[config.mk]
export PLATFORM = sky130hd
export DESIGN_NAME = ibuf_cons_ctrl
export DESIGN_NICKNAME = d
export VERILOG_FILES = /design/src/rtl/ibuf_cons_ctrl_pkg.sv /design/src/rtl/ibuf_cons_ctrl.sv
export SDC_FILE = /design/constraint.sdc
export NUM_CORES = 1
export LEC_CHECK = 0
export ABC_AREA = 0
export BUFFER_PORTS_ARGS = -buffer_cell sky130_fd_sc_hd__buf_4
export CORE_ASPECT_RATIO = 2
export CORE_MARGIN = 4
export CORE_UTILIZATION = 49
export CTS_CLUSTER_SIZE = 40
export DETAILED_ROUTE_END_ITERATION = 10
export GPL_TIMING_DRIVEN = 0
export PLACE_DENSITY = 0.86
export SLEW_MARGIN = 20
export SYNTH_ARGS = -nofsm -noshare
export SYNTH_HDL_FRONTEND = slang
export SYNTH_SLANG_ARGS = --single-unit
[constraint.sdc]
create_clock -name clk -period 4.2 [get_ports clk]
set_clock_uncertainty 0.05 [all_clocks]
set_input_delay 0.63 -clock clk [delete_from_list [all_inputs] [get_ports clk]]
set_output_delay 0.63 -clock clk [all_outputs]
set_load 0.01 [all_outputs]
[src/rtl/ibuf_cons_ctrl_pkg.sv]
// Shared definitions for the ibuf consumer controller and the frame writer:
// header bit-field positions, FSM state encodings and qword arithmetic.
package ibuf_cons_ctrl_pkg;

    // Byte length field inside a header word
    localparam int LEN_HI = 47;
    localparam int LEN_LO = 32;

    // Width used for qword counts derived from a 16-bit byte length
    localparam int QW_W = 17;

    typedef enum logic [2:0] {
        INIT      = 3'd0,
        WAIT_HOST = 3'd1,
        IDLE      = 3'd2,
        RD_HDR    = 3'd3,
        PARSE     = 3'd4,
        REQ       = 3'd5,
        WAIT_DONE = 3'd6,
        COMMIT    = 3'd7
    } state_t;

    // Number of 64-bit words needed to hold len bytes; 17 bits so that
    // len = 16'hFFFF cannot overflow the rounding add.
    function automatic logic [QW_W-1:0] len_to_qw(input logic [15:0] len);
        logic [QW_W-1:0] sum;
        sum = {1'b0, len} + 17'd7;
        return sum >> 3;
    endfunction

endpackage

[src/rtl/ibuf_cons_ctrl.sv]
// Consumer side of the ingress buffer: walks committed packets, splits each
// into DMA bursts of at most MAX_BURST qwords and frees the slots once the
// DMA engine reports the last burst read.
module ibuf_cons_ctrl
    import ibuf_cons_ctrl_pkg::*;
#(
    parameter int BW        = 10,
    parameter int MAX_BURST = 16
) (
    input  logic          clk,
    input  logic          rst,
    input  logic          hst_rdy,
    input  logic [BW:0]   committed_prod,
    output logic [BW:0]   committed_cons,
    output logic [BW-1:0] rd_addr,
    input  logic [63:0]   rd_data,
    output logic          burst_req,
    input  logic          burst_ack,
    output logic [BW-1:0] burst_addr,
    output logic [6:0]    burst_qw,
    output logic [15:0]   burst_len,
    output logic          burst_sop,
    output logic          burst_eop,
    input  logic          burst_done,
    output logic [31:0]   fwd_pkts,
    output logic [15:0]   bad_hdrs
);

    typedef logic [BW:0] ptr_t;

    localparam logic [QW_W-1:0] MAX_QW   = QW_W'(MAX_BURST);
    // Largest packet body that still leaves room for its header in the ring
    localparam logic [QW_W-1:0] QW_LIMIT = QW_W'((1 << BW) - 2);

    state_t          state_reg, state_next;
    logic            hst_meta_reg, hst_sync_reg;
    ptr_t            cons_reg;
    ptr_t            slot_reg;
    logic [QW_W-1:0] remain_reg;
    logic [BW-1:0]   rd_addr_reg;
    logic            burst_req_reg;
    logic [BW-1:0]   burst_addr_reg;
    logic [6:0]      burst_qw_reg;
    logic [15:0]     burst_len_reg;
    logic            burst_sop_reg;
    logic            burst_eop_reg;
    logic [31:0]     fwd_pkts_reg;
    logic [15:0]     bad_hdrs_reg;

    logic            pkt_pending;
    logic [15:0]     hdr_len;
    logic [QW_W-1:0] hdr_qw;
    logic            hdr_bad;
    ptr_t            hdr_slot;
    logic [QW_W-1:0] remain_after;
    ptr_t            slot_after;
    logic            unused_rd_bits;

    // Clamp a remaining qword count to the largest allowed burst
    function automatic logic [6:0] clamp_qw(input logic [QW_W-1:0] rem);
        return (rem > MAX_QW) ? 7'(MAX_BURST) : rem[6:0];
    endfunction

    assign pkt_pending  = (committed_prod != cons_reg);
    assign hdr_len      = rd_data[LEN_HI:LEN_LO];
    assign hdr_qw       = len_to_qw(hdr_len);
    assign hdr_bad      = (hdr_len == 16'd0) || (hdr_qw > QW_LIMIT);
    assign hdr_slot     = cons_reg + ptr_t'(1);
    assign remain_after = remain_reg - QW_W'(burst_qw_reg);
    assign slot_after   = slot_reg + ptr_t'(burst_qw_reg);

    // Only the length field of the header word matters here
    assign unused_rd_bits = ^{rd_data[63:LEN_HI+1], rd_data[LEN_LO-1:0]};

    // Two-flop synchroniser for the host-ready level
    always_ff @(posedge clk or posedge rst) begin
        if (rst) begin
            hst_meta_reg <= 1'b0;
            hst_sync_reg <= 1'b0;
        end else begin
            hst_meta_reg <= hst_rdy;
            hst_sync_reg <= hst_meta_reg;
        end
    end

    // FSM state register
    always_ff @(posedge clk or posedge rst) begin
        if (rst) begin
            state_reg <= INIT;
        end else begin
            state_reg <= state_next;
        end
    end

    // Next-state logic; host-ready loss only takes effect between packets
    always_comb begin
        state_next = state_reg;
        case (state_reg)
            INIT:      state_next = WAIT_HOST;
            WAIT_HOST: if (hst_sync_reg) state_next = IDLE;
            IDLE: begin
                if (!hst_sync_reg) begin
                    state_next = WAIT_HOST;
                end else if (pkt_pending) begin
                    state_next = RD_HDR;
                end
            end
            RD_HDR:    state_next = PARSE;
            PARSE:     state_next = hdr_bad ? IDLE : REQ;
            REQ: begin
                if (burst_ack) begin
                    state_next = (remain_after != '0) ? REQ : WAIT_DONE;
                end
            end
            WAIT_DONE: if (burst_done) state_next = COMMIT;
            COMMIT:    state_next = IDLE;
            default:   state_next = INIT;
        endcase
    end

    // Pointer, burst descriptor and statistics registers
    always_ff @(posedge clk or posedge rst) begin
        if (rst) begin
            cons_reg       <= '0;
            slot_reg       <= '0;
            remain_reg     <= '0;
            rd_addr_reg    <= '0;
            burst_req_reg  <= 1'b0;
            burst_addr_reg <= '0;
            burst_qw_reg   <= '0;
            burst_len_reg  <= '0;
            burst_sop_reg  <= 1'b0;
            burst_eop_reg  <= 1'b0;
            fwd_pkts_reg   <= '0;
            bad_hdrs_reg   <= '0;
        end else begin
            case (state_reg)
                INIT: begin
                    cons_reg     <= '0;
                    fwd_pkts_reg <= '0;
                    bad_hdrs_reg <= '0;
                end
                IDLE: begin
                    if (hst_sync_reg && pkt_pending) begin
                        rd_addr_reg <= cons_reg[BW-1:0];
                    end
                end
                PARSE: begin
                    burst_len_reg <= hdr_len;
                    remain_reg    <= hdr_qw;
                    slot_reg      <= hdr_slot;
                    if (hdr_bad) begin
                        // Skip just the header slot and keep scanning
                        cons_reg <= hdr_slot;
                        if (bad_hdrs_reg != 16'hFFFF) begin
                            bad_hdrs_reg <= bad_hdrs_reg + 16'd1;
                        end
                    end else begin
                        burst_req_reg  <= 1'b1;
                        burst_addr_reg <= hdr_slot[BW-1:0];
                        burst_qw_reg   <= clamp_qw(hdr_qw);
                        burst_eop_reg  <= (hdr_qw <= MAX_QW);
                        burst_sop_reg  <= 1'b1;
                    end
                end
                REQ: begin
                    // Descriptor only moves on acceptance, so it holds while stalled
                    if (burst_ack) begin
                        slot_reg      <= slot_after;
                        remain_reg    <= remain_after;
                        burst_sop_reg <= 1'b0;
                        if (remain_after != '0) begin
                            burst_addr_reg <= slot_after[BW-1:0];
                            burst_qw_reg   <= clamp_qw(remain_after);
                            burst_eop_reg  <= (remain_after <= MAX_QW);
                        end else begin
                            burst_req_reg <= 1'b0;
                        end
                    end
                end
                COMMIT: begin
                    cons_reg     <= slot_reg;
                    fwd_pkts_reg <= fwd_pkts_reg + 32'd1;
                end
                default: ;
            endcase
        end
    end

    assign committed_cons = cons_reg;
    assign rd_addr        = rd_addr_reg;
    assign burst_req      = burst_req_reg;
    assign burst_addr     = burst_addr_reg;
    assign burst_qw       = burst_qw_reg;
    assign burst_len      = burst_len_reg;
    assign burst_sop      = burst_sop_reg;
    assign burst_eop      = burst_eop_reg;
    assign fwd_pkts       = fwd_pkts_reg;
    assign bad_hdrs       = bad_hdrs_reg;

endmodule

== After elaboration in Yosys (flattened, before gate mapping) ==
Index checks and enable logic that the tools add are counted.
Operators by class
  add/subtract/negate cells: 6
  order comparisons: 5
  eq/ne operators: 18
  mux-type cells: 38
  reduce and logical (&&, ||, !) cells: 17
Operator list (number)
  one-hot mux 32 bit (2 select lines): 1
  2-to-1 mux 7 bit: 5
  one-hot mux 17 bit (2 select lines): 1
  one-hot mux 11 bit (3 select lines): 1
  adder 32 x 1 -> 32 bit (second input constant): 1
  2-to-1 mux 16 bit: 2
  one-hot mux 16 bit (2 select lines): 1
  2-to-1 mux 10 bit: 3
  one-hot mux 3 bit (8 select lines): 1
  2-to-1 mux 11 bit: 2
  one-hot mux 11 bit (2 select lines): 1
  one-hot mux 10 bit (2 select lines): 1
  2-to-1 mux 3 bit: 6
  adder 16 x 3 -> 17 bit (second input constant): 1
  > comparator 17 x 5 -> 1 bit (second input constant): 1
  <= comparator 17 x 5 -> 1 bit (second input constant): 1
  2-to-1 mux 17 bit: 1
  nonzero test 17 bit: 1
  subtractor 17 x 7 -> 17 bit: 1
  adder 16 x 1 -> 16 bit (second input constant): 1
  zero test 16 bit: 1
  inequality test 16 bit (second input constant): 1
  inequality test 2 bit (second input constant): 8
  > comparator 14 x 10 -> 1 bit (second input constant): 1
  21 further kinds: 40
Storage, ports and cells
  flip-flop bits (word level): 138
  input port bits: 80
  output and inout port bits: 105
  logic and storage cells: 99

== Logic depth before layout (Yosys ltp) ==
Gate-level depths: netlist of the first run.
  depth in word-level cells: 6
  gate-level depth with buffers: 13
  mapped depth without buffers: 10

== Worst setup path before layout of the first run ==
No wires, ideal clock.
  kind: reg2reg
  start: register burst_qw_reg[6] (netlist: burst_qw[6])
  end: register burst_addr_reg[0] (netlist: burst_addr[0])
  library setup time: 0.125 ns
  arrival time: 2.910 ns
  required time: 4.025 ns
  path slack: 1.115 ns
  stages on the path, launching flop included: 13
  path buffers: 3
  period minus slack after synthesis: 3.085 ns
  cells stage by stage: dfrtp_1 > inv_1 > ha_1 > a211o_1 > a31o_2 > or3_1 > clkbuf_2 > nand4b_1 > and4b_1 > buf_6 > a31oi_4 > buf_6 > mux2_4
On the way
  longest elaborated chain between the ends: 4
RTL lines
  start, declared: RTL line ibuf_cons_ctrl.sv:43  | logic [6:0] burst_qw_reg;
  start signal, assigned: RTL line ibuf_cons_ctrl.sv:161  | burst_qw_reg <= clamp_qw(hdr_qw);
  start signal, assigned: RTL line ibuf_cons_ctrl.sv:174  | burst_qw_reg <= clamp_qw(remain_after);
  subtractor 17 x 7 -> 17 bit: RTL line ibuf_cons_ctrl.sv:69  | assign remain_after = remain_reg - QW_W'(burst_qw_reg);
  nonzero test 17 bit: RTL line ibuf_cons_ctrl.sv:172  | if (remain_after != '0) begin
  inequality test 2 bit (no line)
  AND reduction 4 bit (no line)
  end signal, assigned: RTL line ibuf_cons_ctrl.sv:160  | burst_addr_reg <= hdr_slot[BW-1:0];
  end signal, assigned: RTL line ibuf_cons_ctrl.sv:173  | burst_addr_reg <= slot_after[BW-1:0];
  end, declared: RTL line ibuf_cons_ctrl.sv:42  | logic [BW-1:0] burst_addr_reg;
Every way passes these cells.
A chain may end at the register's enable or synchronous reset.

== Final worst setup path of the first run ==
  start: register burst_qw_reg[0] (netlist: burst_qw[0])
  end: register burst_addr_reg[0] (netlist: burst_addr[0])
On the way
  longest elaborated chain between the ends: 4
  elaborated cells on any way between the ends: 8
  classes of those cells: add/sub: 2; eq/ne: 1; mux: 3; reduce/logical: 2
RTL lines (RTL line)
  subtractor 17 x 7 -> 17 bit / adder 11 x 7 -> 11 bit (equally long branches): ibuf_cons_ctrl.sv:69, ibuf_cons_ctrl.sv:70
  nonzero test 17 bit / 2-to-1 mux 10 bit (equally long branches): ibuf_cons_ctrl.sv:172
  inequality test 2 bit (no line) / 2-to-1 mux 10 bit (equally long branches)
  AND reduction 4 bit (no line) / one-hot mux 10 bit (2 select lines) (equally long branches)
Several ways; a longest one is shown, not always the timed one. The select of a mux whose other input is x is not followed.

==> results.md, run 1 <==
- Status: finished, final reports clean
- Post-CTS Setup Bufs: 0
- DP Wirelength: 17820 um
- Reg area: 3453 um^2
- Post-Syn Nets: 958
- IO Count: 185
- Worst hold slack: 0.2660 ns
- CP endpoint kind: flop
- Cell Pwr Density: 638.8 nW/um^2
- Clock Sink Count: 138
- HP Class: input port to async pin
- First-pass GRT wire length: 37630 um
- Number of flip-flops in the largest register: 32
- Crit path launch: burst_qw[0]
- Post-synthesis sequential area ratio: 44.08%
- Area share of the largest cell type after synthesis: 44.08%
- VDD IR-drop max: 0.0003829 V
- GPL Wtd Cong: 0.9368
- Fillers: 1357
- Most used DFF post-synth: dfrtp_1
- Total via count in the routed design: 7325
- Fmax: 281.5 MHz
- CTS tree: yes
- Worst-Margin Slew: 1.074 ns
- Vias/cell: 5.946
- Gr usage total: 25.78%
- Core area: 15780 um^2
- Yosys cell types: 73
- Root buffer cell: clkbuf_16
- DR DRC count: 0
- Routed WL: 23390 um
- Overflow after GRT: 0
- End point of the critical path: burst_addr[0]
- CTS Buffer Depth: 2
- Multi-input logic area: 4071 um^2
- Synth area leaders: dfrtp_1 44%, nand2_1 5.7%, xnor2_1 4.0%
- # rows: 65
- Share of layout cells above drive strength 1: 22.21%
- Iter 0 DRT Violations: 467
- Syn_area_per_cell: 9.121 um^2
- Clock latency on the worst-skew pair: 0.43 ns
- Final setup margin: 0.6476 ns
- # setup viols final: 0
- CTS buffer count: 17
- Initial antenna violation count: 0
- Synth area leader: dfrtp_1
- R2R Setup Slk: 0.65 ns
- Fin Setup TNS: 0 ns
- Die ar.: 18200 um^2
- RSZ-0062 raised after global routing: no
- Die width: 97.42 um
- Antenna cells: 0
- Gate Count Post-Synth: 859
- Largest net degree at the start of global routing: 33
- Max_slew headroom: 27.87%
- Layout Nets: 1117
- Tmin final: 3.552 ns
- Synth Register Bits: 138
- Crit path required time: 4.46 ns
- H-tree depth: 4
- Most common cell in the synthesized netlist: dfrtp_1
- Worst-case reg-to-reg path depth: 12
- Synth warnings: 0
- Crit Path Max Fanout: 10
- Pleak: 4.417 nW
- Final Cell Area: 9759 um^2
- Drt pass-1 iters: 7
- Hold buffers post-CTS: 0
- Fraction of registers with async set/reset: 100.0%
- Hold Fails Final Rpt: 0
- Tot Pwr: 6.235 mW
- # resized after CTS: 0
- Startpoint types: flop
- Max cap viols: 0
- RR Endpoint: burst_addr[0]
- Die Y: 186.8 um
- I/O Buffers: 136
- Tcrit/Tclk final: 84.58%
- Wirelength per Cell: 18.99 um
- Commonest cells post-synth: 138 x dfrtp_1, 120 x nand2_1, 70 x nor2_1
- EDFF count, synth: 0
- Placed cell area: 9204 um^2
- R2r startpoint: burst_qw[0]
- CP Class: flop to flop
- Critical path data arrival time: 3.81 ns
- Syn-to-layout area delta: 24.56%
- Clock transition at path regs: 0.06 ns
- Initial Utilization: 49.66%
- DP Worst Slack: 0.7051 ns
- Max-slew violation count: 0
- Post-synthesis instance area: 7835 um^2
- Post-DRT Antenna Nets: 0
- Vias in the first global route: 7365
[report_power, final]
group | internal [mW] | switching, mW
clock network | 0.820 | 0.605
registers | 1.67 | 0.310
logic | 1.13 | 1.69
[through the flow]
stage	utilization, %	cells
6_report	61.86	1232
3_3_place_gp	57.75	1196
2_1_floorplan	-	859
3_5_place_dp	58.33	1200
5_1_grt	61.86	1232
4_1_cts	61.86	1232
[logic make-up (layout without fill, tap and decap cells)]
kind of cell             count (synthesis)  count (layout)  share of synthesized area [%]
AND/OR/NAND/NOR                        336             336                          20.82
AO/OA/AOI/OAI                          199             199                          16.66
multiplexers                            35              35                          4.935
buffers and inverters                   76             248                          4.024
XOR/XNOR                                56              56                          6.260
flip-flops                             138             138                          44.08
adder cells (fa/ha/maj)                 19              19                          3.226
[final cells by class]
cell class / instances / area share [%]
buffer: 43 / 1.962
multi-input combinational: 645 / 41.72
inverter: 33 / 1.308
tap: 201 / 2.577
clock buffer: 20 / 4.474
clock inverter: 12 / 1.218
timing repair buffer: 140 / 11.36
sequential: 138 / 35.38
[layer usage]
layer,vias to the layer above,global-route usage (%),share of wire (%)
li1,3390,-,-
met1,3568,26.64,35
met2,285,48.76,56
met3,82,3.509,4.6
met4,0,14.40,5.2
met5,-,0,0
[worst max-delay path: stages, from the launching register on]
cell      delay (ns)
dfrtp_1         0.43
ha_1            0.28
fa_1            0.43
nor2b_1         0.24
o21ba_2         0.21
or3_1           0.11
clkbuf_2        0.17
nor4_1          0.08
or3_1           0.35
buf_4           0.19
a31oi_4         0.36
buf_6           0.22
mux2_4          0.30
[cells in the final DEF, fill, tap and decap left out, types with 25 or more instances in the layout]
cell type	Yosys	routed
buf_4	1	137
o21ai_0	59	59
nor2_1	70	70
nand2_1	120	120
xnor2_1	36	36
a21oi_1	45	45
inv_1	33	32
mux2_2	25	25
dfrtp_1	138	138
nand3_1	40	40
clkbuf_1	35	38
[worst min path at each step]
stage	cells after the start	slack [ns]	end	start
floorplan	0	0.28	hst_sync_reg	hst_meta_reg
global placement	0	0.30	hst_sync_reg	hst_meta_reg
detailed placement	0	0.31	hst_sync_reg	hst_meta_reg
CTS	1	0.26	hst_meta_reg	hst_rdy
global route	1	0.26	hst_meta_reg	hst_rdy
finish	2	0.27	bad_hdrs[13]	rst
Note: power is estimated with default switching activity, not from simulation.
==> inputs of run 2 (changes only) <==
- CORE_UTILIZATION: 49 -> 55
- PLACE_DENSITY: 0.86 -> 0.9
- clock period: 4.2 -> 3.3 ns (I/O delays scaled with it)
==> results.md, run 2 (same netlist as run 1, synthesis figures left out) <==
- Status: finished, final reports clean (unchanged)
- IO Count: 185 (unchanged)
- Vias/cell: 6.290 (was 5.946)
- Worst path cell trace: inv_2, ha_2, a211o_1, a31o_2, or3_4, nand4b_1, and4b_1, buf_6, a31oi_4, buf_12, mux2_2 (was ha_1, fa_1, nor2b_1, o21ba_2, or3_1, clkbuf_2, nor4_1, or3_1, buf_4, a31oi_4, buf_6, mux2_4)
- First-pass GRT wire length: 39520 um (was 37630 um)
- VDD IR-drop max: 0.0006500 V (was 0.0003829 V)
- CP endpoint kind: flop (unchanged)
- Placed cell area: 9176 um^2 (was 9204 um^2)
- Antenna cells: 0 (unchanged)
- Crit path required time: 3.56 ns (was 4.46 ns)
- Clock Sink Count: 138 (unchanged)
- Net Sw Frac: 41.10% (was 41.87%)
- Worst path max stage delay: 0.43 ns (about the same)
- Tcrit/Tclk final: 97.31% (was 84.58%)
- Overflow after GRT: 0 (unchanged)
- Drt pass-1 iters: 5 (was 7)
- Die width: 92.40 um (was 97.42 um)
- Root buffer cell: clkbuf_16 (unchanged)
- Gr usage total: 30.79% (was 25.78%)
- Iter 0 DRT Violations: 740 (was 467)
- Worst-Margin Slew: 0.9052 ns (was 1.074 ns)
- DR DRC count: 0 (unchanged)
- Layout Nets: 1121 (was 1117)
- Final non-filler cell total: 1224 (was 1232)
- End point of the critical path: burst_addr[3] (was burst_addr[0])
- # rows: 61 (was 65)
- Crit path depth: 11 (was 12)
- CP max stage cell: dfrtp_1 (unchanged)
- R2R Setup Slk: 0.09 ns (was 0.65 ns)
- DP Wirelength: 18030 um (was 17820 um)
- Crit Path Max Fanout: 10 (unchanged)
- Initial antenna violation count: 0 (unchanged)
- Commonest non-fill, non-tap cell in the layout: buf_4 (was dfrtp_1)
- Switching Power: 3.481 mW (was 2.610 mW)
- Max-slew violation count: 0 (unchanged)
- Final Cell Area: 9956 um^2 (was 9759 um^2)
- GPL Wtd Cong: 0.9302 (was 0.9368)
- R2r startpoint: burst_qw[6] (was burst_qw[0])
- Reg area: 3457 um^2 (was 3453 um^2)
- Tmin final: 3.211 ns (was 3.552 ns)
- Max cap viols: 0 (unchanged)
- Post-DRT Antenna Nets: 0 (unchanged)
- H-tree depth: 4 (unchanged)
- HP Class: input port to flop (was input port to async pin)
- Seq pwr share: 30.2% (was 31.8%)
- Crit path max-delay family: compound AO/OA/AOI/OAI gates (was simple AND/OR/NAND/NOR gates)
- CTS Buffer Depth: 2 (unchanged)
- Fillers: 989 (was 1357)
- RR Endpoint: burst_addr[3] (was burst_addr[0])
- Pleak: 4.497 nW (was 4.417 nW)
- Multi-input logic area: 4130 um^2 (was 4071 um^2)
- Routed WL: 24910 um (was 23390 um)
- Internal power: 4.988 mW (was 3.624 mW)
- Commonest non-fill, non-tap cells in the layout: 140 x buf_4, 135 x dfrtp_1, 120 x nand2_1 (was 138 x dfrtp_1, 137 x buf_4, 120 x nand2_1)
- Clock latency on the worst-skew pair: 0.42 ns (was 0.43 ns)
- Startpoint types: flop (unchanged)
- Cell Pwr Density: 850.6 nW/um^2 (was 638.8 nW/um^2)
- RSZ-0062 raised after global routing: no (unchanged)
- Max_slew headroom: 39.19% (was 27.87%)
- Vias in the first global route: 7795 (was 7365)
- Share of layout cells above drive strength 1: 24.35% (was 22.21%)
- Hold Fails Final Rpt: 0 (unchanged)
- Die Y: 176.8 um (was 186.8 um)
- Largest net degree at the start of global routing: 36 (was 33)
- Die ar.: 16330 um^2 (was 18200 um^2)
- CP Buf/Inv Count: 3 (unchanged)
- Total via count in the routed design: 7699 (was 7325)
- Wirelength per Cell: 20.35 um (was 18.99 um)
- Worst-case reg-to-reg path depth: 11 (was 12)
- I/O Buffers: 136 (unchanged)
- Comb pwr share: 44.8% (was 45.4%)
- Dpl cells: 1188 (was 1200)
- Clock power share: 25.1% (was 22.9%)
- Clock transition at path regs: 0.06 ns (about the same)
- Number of flip-flops in the largest register: 32 (unchanged)
- CP Class: flop to flop (unchanged)
- # setup viols final: 0 (unchanged)
- CTS tree: yes (unchanged)
- Critical path data arrival time: 3.47 ns (was 3.81 ns)
- Initial Utilization: 56.10% (was 49.66%)
- Crit path launch: burst_qw[6] (was burst_qw[0])
- Fmax: 311.4 MHz (was 281.5 MHz)
- Syn-to-layout area delta: 27.07% (was 24.56%)
- CTS buffer count: 17 (unchanged)
- Core area: 13970 um^2 (was 15780 um^2)
[run 2: cell types whose count changed in the layout (fill, tap and decap cells not counted), sizes merged]
cell / change
buf: +5
bufinv: +4
dlygate4sd3: +1
clkinvlp: -1
clkinv: -1
clkbuf: -4
[run 2: power by group through the flow]
stage | logic (mW) | clock network [mW] | registers, mW
finish | 3.79 | 2.12 | 2.56
global route | 4.09 | 2.20 | 2.60
CTS | 3.62 | 2.12 | 2.53
detailed placement | 3.52 | 0 | 2.54
global placement | 3.40 | 0 | 2.52
floorplan | 2.20 | 0 | 2.56
[run 2: how the worst min path moves through the flow]
stage,from,to,slack (ns),cells after the start
4_1_cts,hst_rdy,hst_meta_reg,0.12,1
3_3_place_gp,hst_meta_reg,hst_sync_reg,0.33,0
6_report,hst_rdy,hst_meta_reg,0.13,1
3_5_place_dp,hst_meta_reg,hst_sync_reg,0.34,0
5_1_grt,hst_rdy,hst_meta_reg,0.13,1
2_1_floorplan,hst_meta_reg,hst_sync_reg,0.28,0
[run 2: metal layers]
metal / routed length (um) / up-vias / global-route usage (%) / share of wire (%)
met5: 0 / - / 0 / 0
met4: 1678 / 0 / 20.84 / 6.7
li1: - / 3403 / - / -
met1: 8157 / 3710 / 31.43 / 33
met3: 1714 / 137 / 5.447 / 6.9
met2: 13360 / 449 / 55.93 / 54
[run 2: timing repair]
action | CTS | global route
buffers inserted | 4 | 1
pin swaps | 1 | 2
setup endpoints to repair | 12 | 29
endpoints found under the hold margin | 9 | 0
gates resized for setup | 5 | 13
gates cloned | 0 | 0
hold buffers | 1 | 0
[run 2: layout make-up]
cell class	count	share of cell area (%)
inverter	33	1.282
multi-input combinational	645	41.49
clock buffer	18	4.311
sequential	138	34.72
tap	189	2.375
buffer	41	1.835
clock inverter	14	2.199
timing repair buffer	146	11.79
[run 2: through the flow]
step | worst slack [ns] | hold slack, ns | power, mW | utilization (%) | TNS (ns)
2_1_floorplan | 0.2153 | 0.2812 | 4.764 | - | 0
3_3_place_gp | -0.1285 | 0.3334 | 5.916 | 65.13 | -0.1285
3_5_place_dp | -0.1198 | 0.3412 | 6.063 | 65.70 | -0.1198
4_1_cts | 0.009903 | 0.1234 | 8.268 | 70.94 | 0
5_1_grt | 0.006024 | 0.1255 | 8.891 | 71.28 | 0
6_report | 0.08887 | 0.1285 | 8.469 | 71.28 | 0
[run 2: worst reg2reg max path, stage by stage (launching register included)]
cell	delay (ns)
dfrtp_1	0.43
inv_2	0.12
ha_2	0.32
a211o_1	0.27
a31o_2	0.26
or3_4	0.38
nand4b_1	0.11
and4b_1	0.21
buf_6	0.15
a31oi_4	0.30
buf_12	0.17
mux2_2	0.33
